File: config.mk
export PLATFORM = sky130hd
export DESIGN_NAME = fetch_unit
export DESIGN_NICKNAME = d
export VERILOG_FILES = /design/src/rtl/rv32i_pkg.sv /design/src/rtl/fetch_unit_pc_next.sv /design/src/rtl/fetch_unit.sv
export SDC_FILE = /design/constraint.sdc
export NUM_CORES = 1
export LEC_CHECK = 0
export BUFFER_PORTS_ARGS = -buffer_cell sky130_fd_sc_hd__buf_2
export CAP_MARGIN = 20
export CORE_MARGIN = 10
export CORE_UTILIZATION = 40
export DETAILED_ROUTE_END_ITERATION = 8
export PLACE_DENSITY = 0.67
export REMOVE_ABC_BUFFERS = 1
export SYNTH_ARGS = -nofsm -noshare
export SYNTH_HDL_FRONTEND = slang
export SYNTH_SLANG_ARGS = --single-unit
File: constraint.sdc
create_clock -name clk -period 2.6 [get_ports clk]
set_input_delay 0.13 -clock clk [delete_from_list [all_inputs] [get_ports clk]]
set_output_delay 0.13 -clock clk [all_outputs]
set_load 0.01 [all_outputs]
File: src/rtl/rv32i_pkg.sv
// ============================================================================
// Module      : rv32i_pkg
// Description : Types and constants shared by the rv32I fetch and decode stages.
// Revision    : 1.0 - initial release
// ============================================================================
`default_nettype none

package rv32i_pkg;

  localparam int unsigned INSTR_BYTES = 4;

  typedef logic [31:0] addr_t;

  typedef struct packed {
    logic        valid;
    logic [31:0] pc;
    logic [31:0] pc_plus4;
    logic [31:0] instr;
  } if_id_t;

endpackage

`default_nettype wire

File: src/rtl/fetch_unit_pc_next.sv
// ============================================================================
// Module      : pc_next
// Description : Next-PC selection (reset/redirect/+4/hold) and alignment check.
//               Trapping of misaligned redirects is enabled by FETCH_MISALIGN_TRAP_EN.
// Revision    : 1.0 - initial release
// ============================================================================
`default_nettype none

module pc_next
  import rv32i_pkg::*;
#(
  parameter logic [31:0] RESET_PC = 32'h0000_0000
) (
  input  logic  reset,
  input  logic  redirect_valid,
  input  addr_t redirect_pc,
  input  logic  advance,
  input  addr_t pc,
  output addr_t next_pc,
  output logic  misaligned
);

  always_comb begin
    next_pc    = pc;
    misaligned = 1'b0;
    if (reset) begin
      next_pc = RESET_PC;
    end else if (redirect_valid) begin
`ifdef FETCH_MISALIGN_TRAP_EN
      // A misaligned target is refused: the PC keeps its pre-redirect value.
      if (redirect_pc[1:0] != 2'b00) begin
        misaligned = 1'b1;
      end else begin
        next_pc = redirect_pc;
      end
`else
      next_pc = redirect_pc & 32'hFFFF_FFFC;
`endif
    end else if (advance) begin
      next_pc = pc + INSTR_BYTES;
    end
  end

endmodule

`default_nettype wire

File: src/rtl/fetch_unit.sv
// ============================================================================
// Module      : fetch_unit
// Description : rv32I instruction fetch: PC register, IF/ID register, redirects.
//               Optional macro: FETCH_MISALIGN_TRAP_EN (trap misaligned redirects).
// Revision    : 1.0 - initial release
// ============================================================================
`default_nettype none

module fetch_unit
  import rv32i_pkg::*;
#(
  parameter logic [31:0] RESET_PC = 32'h0000_0000
) (
  input  logic        clk,
  input  logic        reset,
  output logic [31:0] imem_addr,
  input  logic [31:0] imem_instr,
  input  logic        redirect_valid,
  input  logic [31:0] redirect_pc,
  input  logic        id_ready,
  output logic        id_valid,
  output logic [31:0] id_pc,
  output logic [31:0] id_pc_plus4,
  output logic [31:0] id_instr,
  output logic        fetch_misaligned
);

  addr_t  r_pc;
  if_id_t r_if_id;
  logic   r_misaligned;
  addr_t  w_next_pc;
  logic   w_misaligned;
  logic   w_advance;

  assign w_advance = !r_if_id.valid || id_ready;

  pc_next #(
    .RESET_PC (RESET_PC)
  ) u_pc_next (
    .reset          (reset),
    .redirect_valid (redirect_valid),
    .redirect_pc    (redirect_pc),
    .advance        (w_advance),
    .pc             (r_pc),
    .next_pc        (w_next_pc),
    .misaligned     (w_misaligned)
  );

  always_ff @(posedge clk) begin
    r_pc <= w_next_pc;
    if (reset) begin
      r_if_id      <= '0;
      r_misaligned <= 1'b0;
    end else if (redirect_valid) begin
      // Flush the in-flight fetch even if decode is stalled.
      r_if_id.valid <= 1'b0;
      r_misaligned  <= w_misaligned;
    end else begin
      r_misaligned <= 1'b0;
      if (w_advance) begin
        r_if_id.valid    <= 1'b1;
        r_if_id.pc       <= r_pc;
        r_if_id.pc_plus4 <= r_pc + INSTR_BYTES;
        r_if_id.instr    <= imem_instr;
      end
    end
  end

  assign imem_addr        = r_pc;
  assign id_valid         = r_if_id.valid;
  assign id_pc            = r_if_id.pc;
  assign id_pc_plus4      = r_if_id.pc_plus4;
  assign id_instr         = r_if_id.instr;
  assign fetch_misaligned = r_misaligned;

endmodule

`default_nettype wire

==> summary.txt <==
Logic synthesis
  – Register bit total from synthesis: 123
  – Mux share of post-synthesis cell area: 0.00560
  – Ys Warns: 0
  – Synth area leaders: dfxtp_1, nand2_1, a21oi_1
  – Post-Syn Area per Cell: 8.12 sq um
  – Post-synth ARST share: 0
  – Number of synthesized flops with an enable pin: 0
  – Mapped Cells: 660
  – Leading area contributor after synthesis: dfxtp_1
  – Area share of fa/ha/maj cells after synthesis: 0.00234
  – Ys flop type: dfxtp_1
  – Simple-gate share of the synthesized area: 0.242
  – Top-area cell type share of the netlist area: 0.460
  – Largest family of logic cells by synthesized area: simple AND/OR/NAND/NOR gates
  – Synth Area in Compound Gates: 0.157
  – Xor and xnor area share after synthesis: 0.0687
  – Yosys cell types: 48
  – Share of the yosys chip area belonging to registers: 0.460
  – Mapped Area: 0.00536 sq mm

Critical path
  – Crit start category: register
  – CP Data Arrival Time: 2.40 ns
  – CP peak stage delay: 0.65 ns
  – CP max FO: 11
  – Req. time, crit path: 2.87 ns
  – Worst Setup End Kind: register
  – Critical path class: register to register
  – Worst-path cell chain: nand4_1 > or4_4 > o31a_1 > o21ai_1 > a21oi_1
  – Max stage delay cell, worst path: or4_4

Route
  – Vias per std cell: 4.94
  – TritonRoute pass-1 iters: 4
  – Antenna-violating nets left: 0
  – Drt wl/cell: 15.8 um
  – DRC errors left: 0
  – DR iter-0 viols: 294
  – Vias: 5300
  – Final wirelength: 16900 um

Timing
  – # setup viols final: 0
  – Worst slew margin: 0.604
  – Fin crit period: 2.13 ns
  – Unrepaired setup endpoints after global routing: no
  – Min setup slack post-route: 0.467 ns
  – Final Hold Violating Endpoints: 0
  – Clock skew: 0.00537 ns
  – Min Hold Slack: 0.0134 ns
  – Slew @ Worst Pin: 0.590 ns
  – Max Freq: 0.469 GHz
  – Final period util: 0.821
  – Max Slew Vio Count: 0

Power and ir drop
  – Static Leak: 3.21 nW
  – Internal power: 3.64 mW
  – VDD IR-drop max: 0.430 mV
  – Sw frac: 0.263
  – Net Sw Power: 1.30 mW
  – Clock power share: 0.448
  – Logic gate share of total power: 0.128
  – Pwr/cell area: 656 mW/mm^2
  – Sequential share of power: 0.424

Placement
  – Place WS: 0.469 ns
  – Port bufs: 188
  – DP HPWL: 11600 um
  – GPL Wtd Cong: 0.801

Clock network
  – H-Tree Depth: 4
  – Clock root buffer master: clkbuf_16
  – CTS tree: done
  – CTS Buf Count: 17
  – Post-cts resize count: 0
  – CTS sink count: 123
  – CTS max path bufs: 2
  – CTS clk-pin slew, worst paths: 0.05 ns
  – Clk_lat worst skew: 0.41 ns

Global route
  – First-pass GRT wire length: 27100 um
  – Number of global-route vias before repair: 5187
  – Largest net degree at the start of global routing: 75
  – Total congestion overflow: 0
  – Initial antenna violation count: 0
  – GRT Util Overall: 0.181

Layout
  – # diodes: 0
  – Area growth from synthesis to layout: 40.7%
  – Layout cells sized above 1: 0.281
  – Utilization after layout: 0.572
  – Final nets: 953

Min path
  – Tightest Hold Check Type: input port to register

Floorplanning
  – Initial Util: 0.406
  – Total Die Area: 0.0184 sq mm
  – Core area: 0.0132 sq mm
  – Vert. Die Dim: 136 um
  – Top Ports: 198
  – Row count: 42
  – Chip Width: 136 um

Run
  – # Max-Cap Violations: 0

Status
  – Status: completed
-- registers in the layout, indices dropped and copies added, names as in the netlist --
name and flops:
imem_addr 30, id_pc 30, id_instr 32, id_valid 1
id_pc_plus4 30
-- area by class of cell --
class | instances | area (sq um)
Multi-Input combinational cell | 474 | 2590
Clock inverter | 10 | 95.1
Timing Repair Buffer | 262 | 1690
Inverter | 6 | 22.5
Sequential cell | 123 | 2460
Tap cell | 176 | 220
Clock buffer | 21 | 460
Fill cell | 1194 | 5650
-- path summary, 6_finish.rpt --
path | slack [ns] | from | endpoint | cells after the start
worst max-delay path | 0.47 | imem_addr[6] | id_pc_plus4[29] | 5
worst min-delay path | 0.01 | redirect_pc[23] | imem_addr[23] | 3
worst max register to register | 0.47 | imem_addr[6] | id_pc_plus4[29] | 5
worst min register to register | 0.45 | id_instr[5] | id_instr[5] | 2
-- synth_stat cells, types with 2 or more instances --
master and instances:
nand4_1 16, xnor2_1 25, o31a_1 2, or3_1 10, xor2_1 17, o21ai_0 12, nor2_1 53, nor3_2 2
a21oi_1 76, nor4_1 3, and3_1 2, a211oi_1 32, a311oi_1 11, clkbuf_1 38, dfxtp_1 123, and4_1 6
nor3_1 11, inv_1 5, nand3_1 11, mux2i_1 3, and2_1 3, buf_2 7, buf_6 2, buf_4 14
nand2_1 153
-- critical path: cells and delay by family (launching register included) --
family | cells | cell delay [ns]
simple gates | 2 | 0.91
compound gates | 3 | 0.54
flops | 1 | 0.54
-- metal layers --
metal / wire (um) / track usage / vias up
li1: - / - / 2681
met1: 7490 / 0.224 / 2437
met2: 7890 / 0.290 / 173
met3: 1450 / 0.0690 / 9
met4: 85 / 0.0449 / 0
met5: 0 / 0 / -
-- power groups by stage --
stage	registers [mW]	logic, mW	clock network [mW]
after floorplan	2.18	0.228	0
after global placement	2.13	0.566	0
after detailed placement	2.14	0.571	0
after CTS	2.10	0.640	2.25
after global routing	2.11	0.702	2.32
final	2.10	0.632	2.22
-- kinds of logic after synthesis --
logic type,Yosys count
compound gates,138
xor+xnor,42
fa+ha+maj,1
buf+inv,69
flops,123
mux,3
other cells,1
simple gates,283
-- placed cells by master, fill, tap and decap left out, drive strengths merged --
| cell | synthesis | routed |
|---|---|---|
| nor3 | 13 | 13 |
| clkbuf | 38 | 21 |
| or4 | 1 | 1 |
| nand3 | 12 | 12 |
| xor2 | 17 | 17 |
| and3 | 2 | 2 |
| clkinv | 1 | 5 |
| inv | 5 | 5 |
| nand4 | 16 | 16 |
| and4bb | 1 | 1 |
| o21ai | 13 | 13 |
| a311oi | 11 | 11 |
| dfxtp | 123 | 123 |
| a211oi | 32 | 32 |
| conb | 1 | 7 |
| and4 | 7 | 7 |
| dlygate4sd3 | 1 | 56 |
| xnor2 | 25 | 25 |
| a2111oi | 1 | 1 |
| o2bb2ai | 1 | 1 |
| clkinvlp | 0 | 5 |
| ha | 1 | 1 |
| mux2i | 3 | 3 |
| buf | 24 | 206 |
| and2 | 3 | 3 |
| nand2 | 154 | 154 |
| a21oi | 76 | 76 |
| nor4 | 5 | 5 |
| or2 | 2 | 2 |
| nand2b | 1 | 1 |
| o21bai | 1 | 1 |
| nor2 | 54 | 54 |
| bufinv | 0 | 1 |
| o31a | 3 | 3 |
| or3 | 11 | 11 |
| nor2b | 1 | 1 |
-- per-stage QoR --
step / setup TNS (ns) / std cells / area [sq um] / total power [mW]
finish: 0 / 1072 / 7540 / 4.94
global route: 0 / 1072 / 7540 / 5.14
CTS: 0 / 1072 / 7540 / 4.99
detailed placement: 0 / 985 / 6420 / 2.71
global placement: 0 / 985 / 6420 / 2.70
floorplan: -195.49 / 603 / 5060 / 2.41
-- repair_timing --
| action | 4_1_cts | 5_1_grt |
|---|---|---|
| endpoints found under the hold margin | 56 | 0 |
| hold buffers | 56 | 0 |
| buffers inserted | 0 | 0 |
No activity file was read; power rests on OpenSTA's default activity.
